[src/rtl/dsp_acc_pkg.sv]
// Shared types and helpers for the dot-product accumulator stage: default widths,
// state encoding, sign extension and signed-overflow detect.
package dsp_acc_pkg;
  localparam int PW_DEF   = 43;
  localparam int ACCW_DEF = 48;
  localparam int W_MAX    = 64;  // widest product/accumulator the helpers handle

  typedef enum logic {ACC = 1'b0, HOLD = 1'b1} state_t;

  // Sign-extend the low pw bits of p across the full W_MAX word.
  function automatic logic [W_MAX-1:0] sext_to_acc(input logic [W_MAX-1:0] p, input int pw);
    logic [W_MAX-1:0] r;
    r = p;
    for (int i = 0; i < W_MAX; i++)
      if (i >= pw) r[i] = p[pw-1];
    return r;
  endfunction

  // Two same-signed operands giving a differently-signed sum means the add wrapped.
  function automatic logic ovf_add(input logic a_s, input logic b_s, input logic s_s);
    return (a_s == b_s) && (s_s != a_s);
  endfunction
endpackage

[src/rtl/dsp_dot_acc_if.sv]
// Product stream in, dot-product result out; both valid/ready.
interface dsp_dot_acc_if
  import dsp_acc_pkg::*;
#(
  parameter int PW   = PW_DEF,
  parameter int ACCW = ACCW_DEF
) ();
  logic            in_valid;
  logic            in_ready;
  logic [PW-1:0]   in_p;
  logic            out_valid;
  logic            out_ready;
  logic [ACCW-1:0] out_acc;
  logic            out_ovf;

  modport master (output in_valid, in_p, out_ready,
                  input  in_ready, out_valid, out_acc, out_ovf);
  modport slave  (input  in_valid, in_p, out_ready,
                  output in_ready, out_valid, out_acc, out_ovf);
endinterface

[src/rtl/dsp_acc_add.sv]
// Registered accumulate/load adder with sticky signed-overflow; shaped for the
// DSP48E1 P-register feedback path. Next-state values are exported for capture.
module dsp_acc_add
  import dsp_acc_pkg::*;
#(
  parameter int ACCW = ACCW_DEF
) (
  input  logic            clk,
  input  logic            rst_n,
  input  logic            en,
  input  logic            load,
  input  logic [ACCW-1:0] b,
  output logic [ACCW-1:0] sum_nxt,
  output logic            ovf_nxt
);
  logic [ACCW-1:0] acc, sum_add;
  logic            ovf;

  always_comb begin
    sum_add = acc + b;
    sum_nxt = load ? b : sum_add;
    ovf_nxt = load ? 1'b0 : (ovf | ovf_add(acc[ACCW-1], b[ACCW-1], sum_add[ACCW-1]));
  end

  always_ff @(posedge clk or negedge rst_n) begin
    if (!rst_n) begin
      acc <= '0;
      ovf <= 1'b0;
    end else if (en) begin
      acc <= sum_nxt;
      ovf <= ovf_nxt;
    end
  end
endmodule

[src/rtl/dsp_dot_acc.sv]
// Sums LEN consecutive signed products into an ACCW result and holds it on a
// valid/ready output; a pending unaccepted result back-pressures the input.
module dsp_dot_acc
  import dsp_acc_pkg::*;
#(
  parameter int PW   = PW_DEF,
  parameter int ACCW = ACCW_DEF,
  parameter int LEN  = 16
) (
  input  logic          clk,
  input  logic          rst_n,
  dsp_dot_acc_if.slave  bus
);
  localparam int            CW   = (LEN > 1) ? $clog2(LEN) : 1;
  localparam logic [CW-1:0] LAST = CW'(LEN - 1);

  state_t          state_q, state_d;
  logic [CW-1:0]   cnt;
  logic            in_rdy, beat, last, ovf_nxt;
  logic [ACCW-1:0] b, sum_nxt;

  assign in_rdy        = (state_q == ACC) || bus.out_ready;
  assign bus.in_ready  = in_rdy;
  assign bus.out_valid = (state_q == HOLD);
  assign beat          = bus.in_valid && in_rdy;
  assign last          = (cnt == LAST);
  assign b             = ACCW'(sext_to_acc(W_MAX'(bus.in_p), PW));

  dsp_acc_add #(.ACCW(ACCW)) u_add (
    .clk     (clk),
    .rst_n   (rst_n),
    .en      (beat),
    .load    (cnt == '0),
    .b       (b),
    .sum_nxt (sum_nxt),
    .ovf_nxt (ovf_nxt)
  );

  // A completing beat wins over a plain result accept: the new result reloads HOLD.
  always_comb begin
    state_d = state_q;
    if (beat && last)                           state_d = HOLD;
    else if (state_q == HOLD && bus.out_ready)  state_d = ACC;
  end

  always_ff @(posedge clk or negedge rst_n) begin
    if (!rst_n) state_q <= ACC;
    else        state_q <= state_d;
  end

  always_ff @(posedge clk or negedge rst_n) begin
    if (!rst_n) begin
      cnt         <= '0;
      bus.out_acc <= '0;
      bus.out_ovf <= 1'b0;
    end else if (beat) begin
      cnt <= last ? '0 : cnt + 1'b1;
      if (last) begin
        bus.out_acc <= sum_nxt;
        bus.out_ovf <= ovf_nxt;
      end
    end
  end
endmodule

[src/flat_wrapper.sv]
// flat-port wrapper written by rule: the top's interface ports become plain ports
module dsp_dot_acc_flat import dsp_acc_pkg::*;
#(
  parameter int PW   = PW_DEF,
  parameter int ACCW = ACCW_DEF,
  parameter int LEN  = 16
)
  (clk, rst_n, bus_in_valid, bus_in_p, bus_out_ready, bus_in_ready, bus_out_valid, bus_out_acc, bus_out_ovf);
  dsp_dot_acc_if #(.PW(PW), .ACCW(ACCW)) bus_i ();
  input  logic clk;
  input  logic rst_n;
  input wire logic [$bits(bus_i.in_valid)-1:0] bus_in_valid;
  input wire logic [$bits(bus_i.in_p)-1:0] bus_in_p;
  input wire logic [$bits(bus_i.out_ready)-1:0] bus_out_ready;
  output wire logic [$bits(bus_i.in_ready)-1:0] bus_in_ready;
  output wire logic [$bits(bus_i.out_valid)-1:0] bus_out_valid;
  output wire logic [$bits(bus_i.out_acc)-1:0] bus_out_acc;
  output wire logic [$bits(bus_i.out_ovf)-1:0] bus_out_ovf;
  assign bus_i.in_valid = bus_in_valid;
  assign bus_i.in_p = bus_in_p;
  assign bus_i.out_ready = bus_out_ready;
  assign bus_in_ready = bus_i.in_ready;
  assign bus_out_valid = bus_i.out_valid;
  assign bus_out_acc = bus_i.out_acc;
  assign bus_out_ovf = bus_i.out_ovf;
  dsp_dot_acc #(.PW(PW), .ACCW(ACCW), .LEN(LEN)) u_core (.clk(clk), .rst_n(rst_n), .bus(bus_i));
endmodule
[config.mk]
export PLATFORM = sky130hd
export DESIGN_NAME = dsp_dot_acc_flat
export DESIGN_NICKNAME = d
export VERILOG_FILES = /design/src/rtl/dsp_acc_pkg.sv /design/src/rtl/dsp_dot_acc_if.sv /design/src/rtl/dsp_acc_add.sv /design/src/rtl/dsp_dot_acc.sv /design/src/flat_wrapper.sv
export SDC_FILE = /design/constraint.sdc
export NUM_CORES = 1
export LEC_CHECK = 0
export BUFFER_PORTS_ARGS = -buffer_cell sky130_fd_sc_hd__buf_4
export CAP_MARGIN = 10
export CORE_AREA = 2 2 114 138
export CTS_CLUSTER_DIAMETER = 200
export DETAILED_ROUTE_END_ITERATION = 8
export DIE_AREA = 0 0 116 140
export PLACE_DENSITY = 0.67
export SKIP_LAST_GASP = 1
export SYNTH_ARGS = -nofsm -noshare
export SYNTH_HDL_FRONTEND = slang
export SYNTH_SLANG_ARGS = --single-unit
[constraint.sdc]
create_clock -name clk -period 4.1 [get_ports clk]
set_clock_uncertainty 0.1 [all_clocks]
set_input_delay 0.615 -clock clk [delete_from_list [all_inputs] [get_ports clk]]
set_output_delay 0.615 -clock clk [all_outputs]
set_load 0.01 [all_outputs]
== Word-level counts from Yosys, hierarchy flattened ==
Index checks and enable logic that the tools add are counted.

* Input bits: 47
* Bits in registers: 103

* Add/sub/neg operators: 2
* Reduce and logical (&&, ||, !) cells: 8
* Multiplexer cells: 5
* Equal/unequal tests: 3
* Bitwise operators: 2

{| class="wikitable"
|+ Operators with widths
! cell !! count
|-
| adder 48 bit || 1
|-
| 2-to-1 mux 48 bit || 1
|-
| adder 4 x 1 -> 4 bit (second input constant) || 1
|-
| equality test 4 bit (second input constant) || 1
|-
| logical AND 1 bit || 4
|-
| zero test 4 bit || 1
|-
| 2-to-1 mux 4 bit || 1
|-
| 2-to-1 mux 1 bit || 3
|-
| AND reduction 2 bit || 1
|-
| nonzero test 2 bit || 1
|-
| equality test 1 bit || 1
|-
| logical OR 1 bit || 1
|-
| inequality test 1 bit || 1
|-
| NOT 1 bit || 1
|-
| OR 1 bit || 1
|}

== Longest topological paths before layout ==
* Depth in word-level cells: 5
* Depth in mapped cells: 13
* Gate-level depth less buffers: 13

== By module ==
Synthesis repeated with hierarchy kept, for this count alone.

* Cells, all modules: 797
* Area, all modules: 7493.4 µm²

{| class="wikitable"
|+ By module, submodules not included
! module !! cells an instance !! area each (µm²) !! instances !! seq. area each (µm²)
|-
| dsp_acc_add || 666 || 5343.9 || 1 || 1226.2
|-
| dsp_dot_acc || 131 || 2149.6 || 1 || 1351.3
|}

== Least setup slack after synthesis ==
Ideal clock, no wire load.

* Path kind: input-to-reg
* Start: input port bus_in_p[0]
* End: register u_core.u_add.acc[46]
* Buffers on the path: 0
* Data arrival time: 3165 ps
* Path slack: 703 ps
* Setup time: 131 ps
* Stages on the path: 13
* Cell sequence: ha_1 > inv_1 > fa_1 > nand2b_1 > a21o_1 > a31o_2 > o21ai_1 > a31oi_1 > o21ai_1 > a31oi_1 > a221o_1 > and3_1 > or3_1

* Cells in the longest elaborated chain, start to end: 2

{| class="wikitable"
|+ Ends and longest elaborated chain
! item !! line !! text
|-
| from (decl) || flat_wrapper.sv:13 || <nowiki>input wire logic [$bits(bus_i.in_p)-1:0] bus_in_p;</nowiki>
|-
| adder 48 bit || dsp_acc_add.sv:20 || <nowiki>sum_add = acc + b;</nowiki>
|-
| 2-to-1 mux 48 bit || dsp_acc_add.sv:21 || <nowiki>sum_nxt = load ? b : sum_add;</nowiki>
|-
| to (signal assigned) || dsp_acc_add.sv:30 || <nowiki>acc <= sum_nxt;</nowiki>
|-
| to (decl) || dsp_acc_add.sv:16 || <nowiki>logic [ACCW-1:0] acc, sum_add;</nowiki>
|}

No other way between the ends.
A chain may end at the register's enable or synchronous reset.

== Final worst setup path ==
* Start: register u_core.u_add.acc[0]
* End: register u_core.u_add.acc[46]

* Cells in the longest elaborated chain, start to end: 2

{| class="wikitable"
|+ Ends and longest elaborated chain
! item !! line
|-
| adder 48 bit || dsp_acc_add.sv:20
|-
| 2-to-1 mux 48 bit || dsp_acc_add.sv:21
|}

No other way between the ends.

==> metrics <==
# nets final=around 990; CTS buffer count=9; antenna diode count=0; H-tree Lvls=3; Crit path required time=approximately 4.2 ns; asr flop ratio synth=100.0%; Post-CTS Setup Repair Bufs=0; area of the multi-input gates=approximately 0.0041 sq mm; Psw=between 3 and 4 mW; pin count of the biggest net entering global routing=65; TNS Setup=0 ns; # clock sinks=103; width of the die=around 120 microns; worst-path fanout max=3; crit share post-route=around 86%; final WL=about 18000 microns; crit path launch type=register; Max-Cap Viols=0; result of the run=finished, final reports clean; initial DRC count=between 300 and 400; Yosys cell types=65; Clk pin slew, worst setup/hold paths=approximately 0.070 ns; Pre-antenna DRT Iters=4; top-level I/O count=98; post-route insts no fill=between 1000 and 1500; Initial Util=46.50%; share of layout cells above drive strength 1=16.20%; hold_buf cts=0; placed cell count=~1100; Mean Syn Cell Area=roughly 8.4 sq um; DR vias=between 6000 and 7000; Mapped Area=between 0.006 and 0.007 sq mm; DPL Wire Length=around 13000 microns; post-CTS resize count=0; I/O Buffers=97; sequential share of power=25.8%; clk_lat worst skew=~0.36 ns; RSZ-0062 raised after global routing=false; GR Util All Layers=~22%; endpoints failing hold=0; core area=around 0.015 sq mm; WL/cell=15.87 microns; GRT overflow=0; Switching Fraction=a little under half; via density per instance=~5.5; synth warn=0; initial antenna violation count=0; Worst setup EP type=register; row count=between 40 and 50; Power Density=roughly 840 mW/mm^2; number of synthesized register bits=between 100 and 150; Placer Congestion=about 0.9; count of flip-flops with a built-in enable after synthesis=0; Slew HR=around two fifths; Die Y=140 microns; final setup fails=0; vias in the first global route=just under 6000; Hold Worst Slack=around 0.22 ns; Final Util=around 55%; Clk network pwr share=a little over an eighth; global-route wire length before repair=~29000 microns; CP Class=reg2reg; fillers=roughly 1500; min cycle time layout=between 3 and 4 ns; Sequential Area=~0.0026 sq mm; worst hold-check path type=in2async; Mapped Nets=~900; Syn Inst Count=about 800; detailed-route DRC error count=0; max-slew violations=0; Pwr Total=slightly below 7 mW; FMAX=about 280 MHz; Max VDD drop=321.7 uV; register area share after synthesis=37.36%; combinational cell fraction of total power=about three fifths; full die area=0.01624 sq mm; final antenna-violating net count=0; CTS tree=built; CP Data Arrival Time=around 3.7 ns; Worst-Margin Slew=just over 0.9 ns; Pint=about 3.7 mW; CTS Root Cell=clkbuf_16; area delta synth->final=17.52%; ys flop type=dfrtp_1; CTS max path bufs=2; leakage power=3.916 nW
## layout make-up
cell class                 instances  area share (%)
clock inverter                     7          0.9877
sequential                       103           31.79
timing repair buffer             108           10.00
multi-input combinational        660           50.65
clock buffer                       9           2.778
tap                              204           3.148
inverter                          14          0.6481
## per-stage QoR
step / worst slack [ns] / instance area, sq um
final: 0.5616 / 8108
after floorplan: 0.7032 / 6899
after global routing: 0.4239 / 8108
after global placement: 0.3195 / 7802
after detailed placement: 0.1926 / 7802
after CTS: 0.5491 / 8108
## kinds of logic after synthesis
group           share of synthesized area [%]
xor+xnor                                5.967
flops                                   37.36
fa+ha+maj                               9.177
buf+inv                                 3.156
mux                                     1.795
simple gates                            17.34
compound gates                          25.21
## critical path, cell delays in order, from the launching register on
cell and delay [ns]:
dfrtp_1 0.35, ha_1 0.17, inv_1 0.06, fa_1 0.40, nand2b_1 0.18, a21o_1 0.18, a31o_2 0.23, o21ai_1 0.24
a31oi_1 0.17, o21ai_1 0.28, a31oi_1 0.18, a221o_1 0.39, and3_1 0.17, or3_1 0.33
## power groups by stage
stage | combinational, mW | clock (mW) | sequential, mW
4_1_cts | 4.13 | 0.932 | 1.76
3_3_place_gp | 4.05 | 0 | 1.76
2_1_floorplan | 2.92 | 0 | 1.81
5_1_grt | 4.63 | 0.961 | 1.81
3_5_place_dp | 4.10 | 0 | 1.77
6_report | 4.12 | 0.909 | 1.75
## state kept, by name (all words and copies together), names as in the netlist
signal / cells
u_core.bus.out_acc: 48
u_core.bus.out_ovf: 1
u_core.bus.out_valid: 1
u_core.cnt: 4
u_core.u_add.acc: 48
u_core.u_add.ovf: 1
## per-layer routing
metal / vias up / GRT usage [%] / routed length [microns]
met5: - / 0 / 0
met4: 0 / 8.835 / 437
met3: 26 / 3.029 / 678
met2: 120 / 36.72 / 8308
met1: 2822 / 29.74 / 8111
li1: 3060 / - / -
## final timing paths
check | from | to | slack (ns) | cells after the start
hold / removal | rst_n | u_core.bus.out_acc[11] | 0.22 | 1
setup reg to reg | u_core.u_add.acc[0] | u_core.u_add.acc[46] | 0.56 | 13
setup / recovery | u_core.u_add.acc[0] | u_core.u_add.acc[46] | 0.56 | 13
max in group asynchronous | rst_n | u_core.u_add.acc[32] | 2.83 | 2
hold reg to reg | u_core.bus.out_acc[30] | u_core.bus.out_acc[30] | 0.38 | 2
min in group clk | u_core.bus.out_acc[30] | u_core.bus.out_acc[30] | 0.38 | 2
## cell usage after synthesis, types with 9 or more instances
cell type  count  share of area [%]
a21o_1        29                3.2
and3_1         9               0.82
xnor2_1       23                2.9
mux2i_1        9                1.3
clkbuf_1      35                1.9
ha_1          49                8.9
nand3_1       10               0.73
dfrtp_1      103                 37
o21a_1         9               0.98
a21oi_1       66                4.8
xor2_1        24                3.0
inv_1         14               0.76
o21ai_0       94                6.8
nor2_1        61                3.3
nand2_1      153                8.3
and2_1         9               0.82
a31oi_1       13                1.2
## cells in the final DEF, fill, tap and decap left out, drive strengths merged, types with 10 or more instances in the layout
cell type / Yosys / routed
nand2: 154 / 154
ha: 49 / 49
nor2: 61 / 61
a21oi: 68 / 68
a31oi: 13 / 13
xnor2: 23 / 23
o21ai: 100 / 100
buf: 7 / 108
xor2: 24 / 24
dfrtp: 103 / 103
a21o: 29 / 29
nand3: 10 / 10
inv: 14 / 17
Note: power is estimated with default switching activity, not from simulation.
